**config.mk**
```make
export PLATFORM = sky130hd
export DESIGN_NAME = breath_pwm_multi
export DESIGN_NICKNAME = d
export VERILOG_FILES = /design/src/rtl/breath_pwm_multi.sv
export SDC_FILE = /design/constraint.sdc
export NUM_CORES = 1
export LEC_CHECK = 0
export ABC_CLOCK_PERIOD_IN_PS = 5700
export CORE_MARGIN = 3
export CORE_UTILIZATION = 63
export CTS_CLUSTER_SIZE = 24
export DETAILED_ROUTE_END_ITERATION = 10
export PLACE_DENSITY = 0.95
export SLEW_MARGIN = 10
export SYNTH_ARGS = -nofsm -noshare
export SYNTH_HDL_FRONTEND = slang
export SYNTH_SLANG_ARGS = --single-unit
export TNS_END_PERCENT = 1
```
**constraint.sdc**
```tcl
create_clock -name clk -period 5.7 [get_ports clk]
set_input_delay 0.855 -clock clk [delete_from_list [all_inputs] [get_ports clk]]
set_output_delay 0.855 -clock clk [all_outputs]
set_load 0.005 [all_outputs]
```
**src/rtl/breath_pwm_multi.sv**
```systemverilog
// Multi-channel breathing-light PWM: prescaled frame counter, shared duty ramp FSM
// with hold plateaus, per-channel gating. Optional gamma via `BREATH_GAMMA_EN.

module breath_pwm_lane #(
  parameter int PWM_BITS = 8,
  parameter bit ANTI     = 1'b0
) (
  input  logic                clk,
  input  logic                rst_n,
  input  logic                en,
  input  logic                mask,
  input  logic [1:0]          mode,
  input  logic [PWM_BITS-1:0] cnt,
  input  logic [PWM_BITS-1:0] eff,
  input  logic                blink_on,
  output logic                pwm
);
  localparam logic [PWM_BITS-1:0] DMAX = '1;

  logic x;
  logic pwm_q;

  always_comb begin
    x = 1'b0;
    case (mode)
      2'd0:    x = (cnt < eff);
      2'd1:    x = 1'b1;
      2'd2:    x = blink_on;
      default: x = ANTI ? (cnt < (DMAX - eff)) : (cnt < eff);
    endcase
  end

  always_ff @(posedge clk or negedge rst_n) begin
    if (!rst_n) pwm_q <= 1'b0;
    else        pwm_q <= en & mask & x;
  end

  assign pwm = pwm_q;
endmodule

module breath_pwm_multi #(
  parameter int CLK_DIV         = 50,
  parameter int PWM_BITS        = 8,
  parameter int FRAMES_PER_STEP = 4,
  parameter int HOLD_STEPS      = 16,
  parameter int CHANNELS        = 4
) (
  input  logic                clk,
  input  logic                rst_n,
  input  logic                en,
  input  logic [1:0]          mode,
  input  logic [CHANNELS-1:0] ch_mask,
  output logic [CHANNELS-1:0] pwm,
  output logic [PWM_BITS-1:0] duty,
  output logic                cycle_done
);
  localparam int DIV_W  = (CLK_DIV > 1) ? $clog2(CLK_DIV) : 1;
  localparam int STEP_W = (FRAMES_PER_STEP > 1) ? $clog2(FRAMES_PER_STEP) : 1;
  localparam int HOLD_W = (HOLD_STEPS > 1) ? $clog2(HOLD_STEPS) : 1;
  localparam logic [DIV_W-1:0]    DIV_LAST  = DIV_W'(CLK_DIV - 1);
  localparam logic [STEP_W-1:0]   STEP_LAST = STEP_W'(FRAMES_PER_STEP - 1);
  localparam logic [HOLD_W-1:0]   HOLD_LAST = HOLD_W'(HOLD_STEPS - 1);
  localparam logic [PWM_BITS-1:0] DMAX      = '1;

  typedef enum logic [2:0] {S_IDLE, S_RISE, S_HOLD_HI, S_FALL, S_HOLD_LO} state_e;

  state_e              state_q, state_d;
  logic [DIV_W-1:0]    div_cnt_q;
  logic [PWM_BITS-1:0] pwm_cnt_q;
  logic [STEP_W-1:0]   step_cnt_q;
  logic [HOLD_W-1:0]   hold_q, hold_d;
  logic [PWM_BITS-1:0] duty_q, duty_d;
  logic [1:0]          mode_q;
  logic                done_q, done_d;
  logic                run, tick, frame_end, step;
  logic [PWM_BITS-1:0] eff;
  logic                blink_on;

  // Counters only run once the FSM has left IDLE, so RISE starts from a clean frame.
  assign run       = en && (state_q != S_IDLE);
  assign tick      = run && (div_cnt_q == DIV_LAST);
  assign frame_end = tick && (pwm_cnt_q == DMAX);
  assign step      = frame_end && (step_cnt_q == STEP_LAST);

  always_ff @(posedge clk or negedge rst_n) begin
    if (!rst_n) begin
      div_cnt_q  <= '0;
      pwm_cnt_q  <= '0;
      step_cnt_q <= '0;
    end else if (!run) begin
      div_cnt_q  <= '0;
      pwm_cnt_q  <= '0;
      step_cnt_q <= '0;
    end else begin
      div_cnt_q <= tick ? '0 : div_cnt_q + 1'b1;
      if (tick) pwm_cnt_q <= pwm_cnt_q + 1'b1;
      if (frame_end) step_cnt_q <= step ? '0 : step_cnt_q + 1'b1;
    end
  end

  always_comb begin
    state_d = state_q;
    duty_d  = duty_q;
    hold_d  = hold_q;
    done_d  = 1'b0;
    if (!en) begin
      state_d = S_IDLE;
      duty_d  = '0;
      hold_d  = '0;
    end else begin
      case (state_q)
        S_IDLE: begin
          state_d = S_RISE;
          duty_d  = '0;
          hold_d  = '0;
        end
        S_RISE: if (step) begin
          if (duty_q != DMAX) duty_d = duty_q + 1'b1;
          if (duty_q >= DMAX - 1'b1) state_d = (HOLD_STEPS == 0) ? S_FALL : S_HOLD_HI;
        end
        S_HOLD_HI: if (step) begin
          if (hold_q == HOLD_LAST) begin
            state_d = S_FALL;
            hold_d  = '0;
          end else hold_d = hold_q + 1'b1;
        end
        S_FALL: if (step) begin
          if (duty_q != '0) duty_d = duty_q - 1'b1;
          if (duty_q <= 1) begin
            if (HOLD_STEPS == 0) begin
              state_d = S_RISE;
              done_d  = 1'b1;
            end else state_d = S_HOLD_LO;
          end
        end
        S_HOLD_LO: if (step) begin
          if (hold_q == HOLD_LAST) begin
            state_d = S_RISE;
            hold_d  = '0;
            done_d  = 1'b1;
          end else hold_d = hold_q + 1'b1;
        end
        default: begin
          state_d = S_IDLE;
          duty_d  = '0;
          hold_d  = '0;
        end
      endcase
    end
  end

  always_ff @(posedge clk or negedge rst_n) begin
    if (!rst_n) begin
      state_q <= S_IDLE;
      duty_q  <= '0;
      hold_q  <= '0;
      done_q  <= 1'b0;
      mode_q  <= 2'd0;
    end else begin
      state_q <= state_d;
      duty_q  <= duty_d;
      hold_q  <= hold_d;
      done_q  <= done_d;
      // Mode only switches between frames so no frame is cut short.
      if (frame_end) mode_q <= mode;
    end
  end

`ifdef BREATH_GAMMA_EN
  logic [2*PWM_BITS-1:0] duty_sq;
  assign duty_sq = duty_q * duty_q;
  assign eff     = duty_sq[2*PWM_BITS-1:PWM_BITS];
`else
  assign eff = duty_q;
`endif

  assign blink_on = (state_q == S_RISE) || (state_q == S_HOLD_HI);

  for (genvar g = 0; g < CHANNELS; g++) begin : g_lane
    breath_pwm_lane #(
      .PWM_BITS(PWM_BITS),
      .ANTI    ((g % 2) == 1)
    ) u_lane (
      .clk     (clk),
      .rst_n   (rst_n),
      .en      (en),
      .mask    (ch_mask[g]),
      .mode    (mode_q),
      .cnt     (pwm_cnt_q),
      .eff     (eff),
      .blink_on(blink_on),
      .pwm     (pwm[g])
    );
  end

  assign duty       = duty_q;
  assign cycle_done = done_q;
endmodule
```
# Word level (Yosys, flattened, before mapping)
# Cells that the tools add are included.
[word_totals] ff_bits=38 latchBits=0 ram_bits=0 mem_bits_ro=0 out_inout_bits=13 memories=0
[classes] add_sub_neg=7 multipliers=0 n_div=0 order_cmp=4 eq_ne=26 shift=0 muxes=33 n_bitwise=8 n_reduce_logical=14
[ops] op="$mux 8" n=7
[ops] op="$ne 3x3->1 const B" n=10
[ops] op="$mux 3" n=9
[ops] op="$pmux 8 s3" n=1
[ops] op="$add 8x1->8 const B" n=2
[ops] op="$lt 8x8->1" n=2
[ops] op="$pmux 3 s5" n=1
[ops] op="$mux 4" n=3
[ops] op="$mux 6" n=2
[ops] op="$and 1x1->1" n=8
[ops] op="$eq 8x8->1 const B" n=1
[ops] op="$ge 8x8->1 const B" n=1
[ops] op="$le 8x1->1 const B" n=1
[ops] op="$ne 8x8->1 const B" n=1
[ops] op="$pmux 4 s2" n=1
[ops] op="$reduce_and 8->1" n=1
[ops] op="$reduce_bool 8->1" n=1
[ops] op="$sub 8x1->8 const B" n=1
[ops] op="$sub 8x8->8 const A" n=1
[ops] op="$add 6x1->6 const B" n=1
[ops] op="$eq 3x2->1 const B" n=2
[ops] op="$eq 6x6->1 const B" n=1
[ops] op="$mux 2" n=3
[ops] op="$reduce_and 5->1" n=1
[ops] op="20 further kinds" n=30

# Logic depth before layout (Yosys ltp)
# Gate-level depths: netlist of run 1.
[depth] depth_word=8 depth_mapped=8 mapped_depth_nobuf=7

# Modules after synthesis
# From an unflattened synthesis of run 1, not the netlist that was laid out.
[unflattened] hier_cells=386 hier_area_um2=3357.0
[by_module_without_submodules] mod="breath_pwm_multi" instances=1 cells_per_inst=226 area_per_inst_um2=2050.7
[by_module_without_submodules] mod="breath_pwm_lane at g_lane[1].u_lane ..." instances=2 cells_per_inst=46 area_per_inst_um2=394.1
[by_module_without_submodules] mod="breath_pwm_lane at g_lane[0].u_lane ..." instances=2 cells_per_inst=34 area_per_inst_um2=259.0

# Least setup slack after synthesis of run 1
# Ideal clock, no wire load.
[synth_path] path_type="input to register" from="input en" to="register mode_q[0]" arrival_ns=1.798 required_ns=5.575 path_slack_ns=3.777 stages=4 path_buffers=1 cell_sequence="o31ai_1 -> buf_2 -> nor4_2 -> mux2_2"
[synth_between] elab_chain_len=3
[synth_lines] element="start, declared" line_no="50" source="input logic en,"
[synth_lines] element="$logic_and 1x1->1" line_no="80" source="assign run = en && (state_q != S_IDLE);"
[synth_lines] element="$logic_and 1x1->1" line_no="81" source="assign tick = run && (div_cnt_q == DIV_LAST);"
[synth_lines] element="$logic_and 1x1->1" line_no="82" source="assign frame_end = tick && (pwm_cnt_q == DMAX);"
[synth_lines] element="end signal, assigned" line_no="165" source="if (frame_end) mode_q <= mode;"
[synth_lines] element="end, declared" line_no="73" source="logic [1:0] mode_q;"
# Every way passes these cells.
# A chain may end at the register's enable or synchronous reset.

# Worst setup path in the final report of run 1
[layout_path] from="input en" to="register duty_q[0], in the netlist duty[0]"
[layout_between] elab_chain_len=6 word_cells_on_any_way=11
[layout_lines] element="$logic_and 1x1->1" line_no="80"
[layout_lines] element="$logic_and 1x1->1" line_no="81"
[layout_lines] element="$logic_and 1x1->1" line_no="82"
[layout_lines] element="$logic_and 1x1->1" line_no="83" source="assign step = frame_end && (step_cnt_q == STEP_LAST);"
[layout_lines] element="$ne 3x3->1 (no source line)"
[layout_lines] element="$reduce_and 5->1 (no source line)"
[layout_lines] element="end signal, assigned" line_no="161" source="duty_q <= duty_d;"
[layout_lines] element="end, declared" line_no="72" source="logic [PWM_BITS-1:0] duty_q, duty_d;"
# Parallel ways exist; a longest one is shown, timed or not.

==> results of run 1 <==
## worst max-delay path by stage
stage / slack (ns) / from / cells after the start / end
floorplan: 3.78 / en / 4 / mode_q[0]
global placement: 2.96 / en / 5 / mode_q[0]
detailed placement: 2.86 / en / 7 / duty[0]
CTS: 3.19 / en / 7 / duty[0]
global route: 2.98 / en / 7 / duty[0]
finish: 3.14 / en / 7 / duty[0]
## power by group
| group | internal, µW | switching (µW) | total [µW] | leakage (µW) |
|---|---|---|---|---|
| sequential | 274 | 9.17 | 283 | 0.000529 |
| clock | 97.3 | 102 | 200 | 0.0000472 |
| combinational | 21.7 | 34.9 | 56.5 | 0.000725 |
| total | 393 | 146 | 539 | 0.00130 |
## cell type report
class	count	area share
clock buffers	6	0.0281
clock inverters	2	0.00425
inverters	19	0.0242
multi-input cells	219	0.527
flip-flops and latches	38	0.323
well taps	50	0.0213
repair buffers	22	0.0723
## synthesized netlist by cell type (all sizes together) (5+ instances only)
| library cell | n |
|---|---|
| inv | 19 |
| o21ai | 14 |
| dfrtp | 38 |
| nand2b | 7 |
| nor3 | 5 |
| and3 | 5 |
| clkbuf | 5 |
| xor2 | 9 |
| buf | 11 |
| a31oi | 6 |
| nand4 | 10 |
| a21oi | 10 |
| nor2 | 23 |
| nand2 | 25 |
| and4 | 5 |
| nand3 | 11 |
| o31ai | 5 |
| ha | 28 |
| xnor2 | 6 |
## layer usage
metal | wire length, µm | up-vias
met5 | 0 | -
met4 | 95 | 0
met3 | 356 | 12
met2 | 2920 | 99
met1 | 2730 | 1099
li1 | - | 1069
## worst max-delay path: stages
cell,delay [ns]
sky130_fd_sc_hd__clkdlybuf4s50_1,0.70
sky130_fd_sc_hd__o31ai_1,0.16
sky130_fd_sc_hd__buf_4,0.21
sky130_fd_sc_hd__nor4_2,0.40
sky130_fd_sc_hd__nand4_1,0.19
sky130_fd_sc_hd__nand3_1,0.13
sky130_fd_sc_hd__o21ai_0,0.09
## cell families (layout without fill, tap and decap cells)
kind of cell / count (synthesis) / in the layout
and+or+nand+nor: 112 / 112
adders and majority gates: 28 / 28
buffers and inverters: 35 / 49
muxes: 7 / 7
DFF: 38 / 38
xor gates and xnor gates: 15 / 15
AOI/OAI and AO/OA: 57 / 57
## per-stage QoR
step,std cells,total power (µW)
floorplan,292,321
CTS,356,539
global route,356,557
global placement,348,341
finish,356,539
detailed placement,348,344
## sequential cells by signal, summed over array words and instances (netlist names)
signal             cells
div_cnt_q              6
mode_q                 2
state_q                3
pwm_cnt_q              8
hold_q                 4
step_cnt_q             2
cycle_done             1
duty                   8
g_lane.u_lane.pwm      4
==> results.sh, run 1 <==
export IMPL_end_kind="flip-flop"
export IMPL_globalRouteMet2Util=0.417
export IMPL_seqCellArea_um2=951
export IMPL_post_route_period_util=0.449
export IMPL_synthDominantCellAreaShare=0.355
export IMPL_regToRegStartpoint="duty[5]"
export IMPL_total_i_o_pin_count=22
export IMPL_timing_final_max_slew_violations=0
export IMPL_nNetsFinal=342
export IMPL_floorplan_die_area_um2=5060
export IMPL_synth_compound_gate_area_share=0.141
export IMPL_clkSinkCount=38
export IMPL_postSynthRegisterBits=38
export IMPL_worst_ir_drop_vdd_mv=0.114
export IMPL_final_design_area_no_fill_um2=2940
export IMPL_finClkSkew_ns=0.00959
export IMPL_die_height_um=71.2
export IMPL_basic_gate_share_of_the_synthesized_area_counting_and_or_nand_and_nor_cells=0.230
export IMPL_synth_xor_area_frac=0.0491
export IMPL_worstHoldPathCells=1
export IMPL_crit_arrival_ns=2.73
export IMPL_area_delta_synth_final_pct=9.96
export IMPL_fin_crit_ns=2.56
export IMPL_post_synth_fa_ha_maj_area_fraction=0.131
export IMPL_power_density_nw_per_um2=183
export IMPL_synth_fp_nets=329
export IMPL_clockRootBuffer="sky130_fd_sc_hd__clkbuf_8"
export IMPL_clock_h_tree_levels=2
export IMPL_top_post_synthesis_cells_by_area="sky130_fd_sc_hd__dfrtp_1 36%, sky130_fd_sc_hd__ha_1 13%, sky130_fd_sc_hd__nand2_1 3.5%"
export IMPL_met1_usage=0.354
export IMPL_overflow=0
export IMPL_synth_cells=292
export IMPL_worst_r2r_cell_count=7
export IMPL_timing_final_hold_violations=0
export IMPL_synthDistinctLibCells=51
export IMPL_numCtsBuffers=5
export IMPL_die_width_um=71.2
export IMPL_worst_slew_margin_rel=0.447
export IMPL_global_route_wire_length_before_repair_mm=10.4
export IMPL_first_global_vias=2183
export IMPL_drt_first_iter_violations=251
export IMPL_clock_latency_ns=0.30
export IMPL_netlist_area_um2=2680
export IMPL_routed_wirelength_mm=6.10
export IMPL_place_detailed_hpwl_mm=4.38
export IMPL_detailedRoute_firstPassIterationCount=5
export IMPL_clk_path_buf_depth=2
export IMPL_setup_slack_after_placement_ns=2.86
export IMPL_routedWlPerCell_um=17.1
export IMPL_worst_pin_slew_ns=0.830
export IMPL_number_of_inserted_diodes=0
export IMPL_drive_above_1_share=0.0621
export IMPL_gr_usage_all_layers=0.257
export IMPL_crit_path_max_fanout=13
export IMPL_synth_mux_area_fraction=0.0276
export IMPL_synthFlopType="sky130_fd_sc_hd__dfrtp_1"
export IMPL_postLayoutSetupSlackWorst_ns=3.14
export IMPL_rsz0062_at_grt="no"
export IMPL_vias_per_cell=6.40
export IMPL_path_clk_slew_ns=0.08
export IMPL_total_number_of_vias=2279
export IMPL_multi_input_comb_area_um2=1550
export IMPL_drv_cap=0
export IMPL_seq_area_frac_synth=0.355
export IMPL_hold_end="div_cnt_q[0]"
export IMPL_synth_area_leader_cell="sky130_fd_sc_hd__dfrtp_1"
export IMPL_post_cts_resized=0
export IMPL_post_cts_repair_setup_buffers=0
export IMPL_yosysWarningCount=0
export IMPL_place_gp_congestion=0.897
export IMPL_fmaxAchievable_ghz=0.391
export IMPL_postCtsHoldBufs=0
export IMPL_worst_case_register_to_register_setup_slack_ns=3.51
export IMPL_tritoncts="built"
export IMPL_ys_async_sr_fraction=1.00
export IMPL_grt_busiest_layer="met2"
export IMPL_antenna_found_initial=0
export IMPL_met3_usage=0.0384
export IMPL_crit_path_start_kind="input port"
export IMPL_layout_commonest_cell="sky130_fd_sc_hd__dfrtp_1"
export IMPL_portBuffers=21
export IMPL_critPathKind="in -> reg"
export IMPL_required_ns=5.87
export IMPL_setup_violations_final=0
export IMPL_synth_top_family_by_area="simple AND/OR/NAND/NOR gates"
export IMPL_detail_route_drc_violations=0
export IMPL_leakagePower_uw=0.00130
export IMPL_num_fill_cells=289
export IMPL_design_core_area_um2=4060
export IMPL_layout_common_cells="38 x sky130_fd_sc_hd__dfrtp_1, 28 x sky130_fd_sc_hd__ha_1, 25 x sky130_fd_sc_hd__nand2_1"
export IMPL_timing_hold_ws_ns=0.497
export IMPL_drt_antenna_violating_nets=0
export IMPL_finalCoreUtilization=0.725
export IMPL_rr_endpoint="g_lane[3].u_lane.pwm"
export IMPL_start_util=0.659
export IMPL_classification_of_the_worst_slack_hold_path="reg -> reg"
export IMPL_outcome="completed"
export IMPL_setup_tns_ns=0
export IMPL_place_area_um2=2850
export IMPL_placement_rows=23
export IMPL_maximum_number_of_pins_on_one_net_before_global_route_repair=39
export IMPL_mean_instance_size_in_the_synthesized_netlist_um2=9.16
export IMPL_synth_enable_flop_cells=0
export IMPL_hold_start="div_cnt_q[0]"
Note: power is estimated with default switching activity, not from simulation.
==> run 2, diff against run 1 <==
ABC_CLOCK_PERIOD_IN_PS = 2100   (was 5700)
CORE_UTILIZATION = 53   (was 63)
PLACE_DENSITY = 0.89   (was 0.95)
clock period = 2.1 ns   (was 5.7 ns; I/O delays follow)
==> results.sh, run 2 (synthesized netlist as in run 1, its figures left out) <==
export IMPL_outcome="completed"
export IMPL_timing_final_max_slew_violations=0
export IMPL_fin_crit_ns=1.99
export IMPL_path_clk_slew_ns=0.07
export IMPL_detail_route_drc_violations=0
export IMPL_layout_cells_non_filler=388
export IMPL_numCtsBuffers=5
export IMPL_routed_wirelength_mm=6.38
export IMPL_crit_path_max_fanout=5
export IMPL_final_design_area_no_fill_um2=3100
export IMPL_pwr_share_seq=0.535
export IMPL_place_detailed_hpwl_mm=4.68
export IMPL_drt_first_iter_violations=252
export IMPL_start_util=0.559
export IMPL_routedWlPerCell_um=16.4
export IMPL_gr_usage_all_layers=0.230
export IMPL_drv_cap=0
export IMPL_vias_per_cell=5.94
export IMPL_tritoncts="built"
export IMPL_layout_common_cells="37 x sky130_fd_sc_hd__dfrtp_1, 27 x sky130_fd_sc_hd__ha_1, 25 x sky130_fd_sc_hd__nand2_1"
export IMPL_worst_slew_margin_rel=0.439
export IMPL_clock_h_tree_levels=2
export IMPL_die_height_um=77.0
export IMPL_antenna_found_initial=0
export IMPL_fmaxAchievable_ghz=0.502
export IMPL_portBuffers=21
export IMPL_placement_rows=25
export IMPL_clk_path_buf_depth=2
export IMPL_nNetsFinal=359
export IMPL_place_gp_congestion=0.837
export IMPL_worst_pin_slew_ns=0.842
export IMPL_die_width_um=77.0
export IMPL_power_frac_comb=0.119
export IMPL_overflow=0
export IMPL_floorplan_die_area_um2=5940
export IMPL_clkSinkCount=38
export IMPL_setup_slack_after_placement_ns=-0.00198
export IMPL_first_global_vias=2239
export IMPL_design_core_area_um2=4790
export IMPL_crit_path_start_kind="flip-flop"
export IMPL_postCtsHoldBufs=0
export IMPL_worst_ir_drop_vdd_mv=0.249
export IMPL_setup_violations_final=0
export IMPL_maximum_number_of_pins_on_one_net_before_global_route_repair=39
export IMPL_area_delta_synth_final_pct=15.8
export IMPL_place_area_um2=3000
export IMPL_power_switching_uw=366
export IMPL_total_number_of_vias=2306
export IMPL_critPathKind="reg -> reg"
export IMPL_end_kind="flip-flop"
export IMPL_power_switching_share=0.256
export IMPL_finClkSkew_ns=0.00670
export IMPL_classification_of_the_worst_slack_hold_path="in -> async"
export IMPL_placed_cells=382
export IMPL_number_of_inserted_diodes=0
export IMPL_post_route_period_util=0.949
export IMPL_total_i_o_pin_count=22
export IMPL_global_route_wire_length_before_repair_mm=10.8
export IMPL_leakagePower_uw=0.00138
export IMPL_drt_antenna_violating_nets=0
export IMPL_power_density_nw_per_um2=461
export IMPL_layout_commonest_cell="sky130_fd_sc_hd__dfrtp_1"
export IMPL_clock_power_share=0.346
export IMPL_clockRootBuffer="sky130_fd_sc_hd__clkbuf_8"
export IMPL_required_ns=2.28
export IMPL_internal_power_uw=1060
export IMPL_finalCoreUtilization=0.647
export IMPL_crit_arrival_ns=2.17
export IMPL_drive_above_1_share=0.121
export IMPL_timing_final_hold_violations=0
export IMPL_clock_latency_ns=0.30
export IMPL_detailedRoute_firstPassIterationCount=5
export IMPL_finalPower_uw=1430
export IMPL_postLayoutSetupSlackWorst_ns=0.106
-- run 2: area by class of cell --
cell class | count | area, µm²
clock buffer | 6 | 82.6
fill | 397 | 1690
inverter | 19 | 71.3
multi-input combinational | 219 | 1570
sequential | 38 | 952
tap | 67 | 83.8
timing repair buffer | 39 | 340
-- run 2: worst paths after layout --
path                              start                   end  slack (ns)  depth (start not counted)
setup / recovery                duty[7]  g_lane[3].u_lane.pwm        0.11                          7
hold / removal                    rst_n          div_cnt_q[3]        0.13                          1
setup reg to reg                duty[7]  g_lane[3].u_lane.pwm        0.11                          7
hold reg to reg            div_cnt_q[0]          div_cnt_q[0]        0.49                          1
max in group asynchronous         rst_n               duty[0]        1.40                          1
min in group clk           div_cnt_q[0]          div_cnt_q[0]        0.49                          1
-- run 2: what timing repair did --
item,4_1_cts,5_1_grt
buffers inserted,0,0
setup endpoints to repair,0,5
resized for setup,0,5
-- run 2: worst max-delay path: stages (launching register included) --
cell and delay (ns):
sky130_fd_sc_hd__dfrtp_1 0.35, sky130_fd_sc_hd__inv_1 0.08, sky130_fd_sc_hd__ha_1 0.36, sky130_fd_sc_hd__or4_1 0.48, sky130_fd_sc_hd__a21oi_1 0.18, sky130_fd_sc_hd__o31ai_2 0.12, sky130_fd_sc_hd__a31oi_1 0.20, sky130_fd_sc_hd__o21ai_0 0.10
-- run 2: stage by stage --
step / hold WS, ns / TNS [ns]
2_1_floorplan: 0.0194 / 0
3_3_place_gp: 0.459 / 0
3_5_place_dp: 0.458 / -0.00198
4_1_cts: 0.144 / 0
5_1_grt: 0.181 / -0.00333
6_report: 0.126 / 0
-- run 2: routing by layer --
metal / share of wire / global-route usage / vias to the layer above
li1: - / - / 1100
met1: 0.43 / 0.307 / 1105
met2: 0.49 / 0.366 / 89
met3: 0.061 / 0.0458 / 12
met4: 0.017 / 0.0961 / 0
met5: 0 / 0 / -
-- run 2: power by group through the flow --
stage | Clock [µW] | Combinational [µW] | Sequential [µW]
2_1_floorplan | 0 | 107 | 765
3_3_place_gp | 0 | 159 | 777
3_5_place_dp | 0 | 162 | 778
4_1_cts | 499 | 164 | 764
5_1_grt | 539 | 190 | 766
6_report | 494 | 169 | 765
==> run 3, diff against run 2 <==
CORE_UTILIZATION = 29   (was 53)
PLACE_DENSITY = 0.59   (was 0.89)
==> results.sh, run 3 (synthesized netlist as in run 1, its figures left out) <==
export IMPL_leakagePower_uw=0.00143
export IMPL_maximum_number_of_pins_on_one_net_before_global_route_repair=27
export IMPL_antenna_found_initial=0
export IMPL_detailedRoute_firstPassIterationCount=4
export IMPL_timing_final_hold_violations=0
export IMPL_design_core_area_um2=8850
export IMPL_clk_path_buf_depth=2
export IMPL_area_delta_synth_final_pct=21.0
export IMPL_detailroute_wirelength_met3_um=301
export IMPL_timing_final_max_slew_violations=0
export IMPL_regToRegStartpoint="div_cnt_q[1]"
export IMPL_end_kind="flip-flop"
export IMPL_start_util=0.302
export IMPL_overflow=0
export IMPL_total_i_o_pin_count=22
export IMPL_worst_r2r_cell_count=7
export IMPL_met1Wirelength_mm=3.22
export IMPL_drv_cap=0
export IMPL_place_detailed_hpwl_mm=5.09
export IMPL_fin_crit_ns=2.00
export IMPL_die_height_um=102
export IMPL_worst_ir_drop_vdd_mv=0.339
export IMPL_power_density_nw_per_um2=528
export IMPL_first_global_vias=2171
export IMPL_placement_rows=34
export IMPL_classification_of_the_worst_slack_hold_path="in -> async"
export IMPL_drt_first_iter_violations=211
export IMPL_timing_hold_ws_ns=0.0345
export IMPL_crit_path_max_fanout=4
export IMPL_clock_h_tree_levels=2
export IMPL_rr_endpoint="step_cnt_q[0]"
export IMPL_path_clk_slew_ns=0.08
export IMPL_layout_common_cells="37 x sky130_fd_sc_hd__dfrtp_1, 27 x sky130_fd_sc_hd__ha_1, 25 x sky130_fd_sc_hd__nand2_1"
export IMPL_critical_path_startpoint="div_cnt_q[1]"
export IMPL_drt_antenna_violating_nets=0
export IMPL_detail_route_drc_violations=0
export IMPL_post_route_period_util=0.950
export IMPL_die_width_um=102
export IMPL_routed_wirelength_mm=6.76
export IMPL_portBuffers=21
export IMPL_global_route_wire_length_before_repair_mm=10.9
export IMPL_worst_case_register_to_register_setup_slack_ns=0.10
export IMPL_routedWlPerCell_um=15.5
export IMPL_layout_commonest_cell="sky130_fd_sc_hd__dfrtp_1"
export IMPL_vias_per_cell=5.27
export IMPL_highest_metal_layer_used_by_the_detailed_router="met4"
export IMPL_clockRootBuffer="sky130_fd_sc_hd__clkbuf_8"
export IMPL_outcome="completed"
export IMPL_rsz0062_at_grt="yes"
export IMPL_setup_violations_final=0
export IMPL_place_gp_congestion=0.814
export IMPL_layout_cells_non_filler=435
export IMPL_drive_above_1_share=0.131
export IMPL_critPathKind="reg -> reg"
export IMPL_worst_slew_margin_rel=0.564
export IMPL_tritoncts="built"
export IMPL_finClkSkew_ns=0.00863
export IMPL_postCtsHoldBufs=0
export IMPL_worst_pin_slew_ns=0.654
export IMPL_crit_chain="inv_1 > ha_2 > nand4b_1 > or2_2 > or3_1 > xor2_1 > nor3_1"
export IMPL_numCtsBuffers=5
export IMPL_placed_cells=427
export IMPL_required_ns=2.31
export IMPL_cp_slowest_stage_delay_ns=0.41
export IMPL_floorplan_die_area_um2=10400
export IMPL_clkSinkCount=38
export IMPL_fmaxAchievable_ghz=0.501
export IMPL_detailroute_wirelength_met2_mm=3.14
export IMPL_crit_end="step_cnt_q[0]"
export IMPL_crit_path_start_kind="flip-flop"
export IMPL_nNetsFinal=363
export IMPL_clock_latency_ns=0.30
export IMPL_gr_usage_all_layers=0.135
export IMPL_number_of_inserted_diodes=0
export IMPL_total_number_of_vias=2294
export IMPL_finalPower_uw=1710
export IMPL_crit_path_top_delay_cell="sky130_fd_sc_hd__dfrtp_1"
export IMPL_crit_arrival_ns=2.21
-- run 3: final cells by class --
type                    count  area (µm²)
repair buffers             43         383
flip-flops and latches     38         952
multi-input cells         219        1560
fillers                   891        5610
inverters                  19        71.3
clock inverters             3        68.8
well taps                 108         135
clock buffers               5        68.8
-- run 3: repair_timing --
item,in CTS,in global routing
buffers inserted,0,0
resized for setup,0,3
endpoints found under the setup margin,0,5
-- run 3: per-layer routing --
metal | vias to the layer above | global-route usage
met5 | - | 0
met4 | 0 | 0.0444
met3 | 9 | 0.0259
met2 | 49 | 0.214
met1 | 1127 | 0.186
li1 | 1109 | -
-- run 3: worst min path at each step --
stage,endpoint,depth (start not counted)
4_1_cts,div_cnt_q[0],1
5_1_grt,div_cnt_q[0],1
3_3_place_gp,div_cnt_q[0],1
6_report,div_cnt_q[0],1
2_1_floorplan,cycle_done,0
3_5_place_dp,div_cnt_q[0],1
-- run 3: stage by stage --
step / TNS, ns / worst slack (ns) / utilization / cell area, µm²
after floorplan: 0 / 0.184 / - / 2680
after global placement: 0 / 0.0997 / 0.349 / 3090
after global routing: -0.0485 / -0.0262 / 0.366 / 3240
final: 0 / 0.104 / 0.366 / 3240
after CTS: 0 / 0.0620 / 0.365 / 3230
after detailed placement: 0 / 0.0881 / 0.349 / 3090
-- run 3: power by group --
part,internal [µW],switching [µW]
clock,476,287
sequential,742,22.4
combinational,76.6,105
-- run 3: critical path: cells and delay by family (launching register included) --
family	cells	cell delay, ns
and+or+nand+nor	4	1.06
buffers and inverters	1	0.07
DFF	1	0.41
adders and majority gates	1	0.20
xor gates and xnor gates	1	0.16
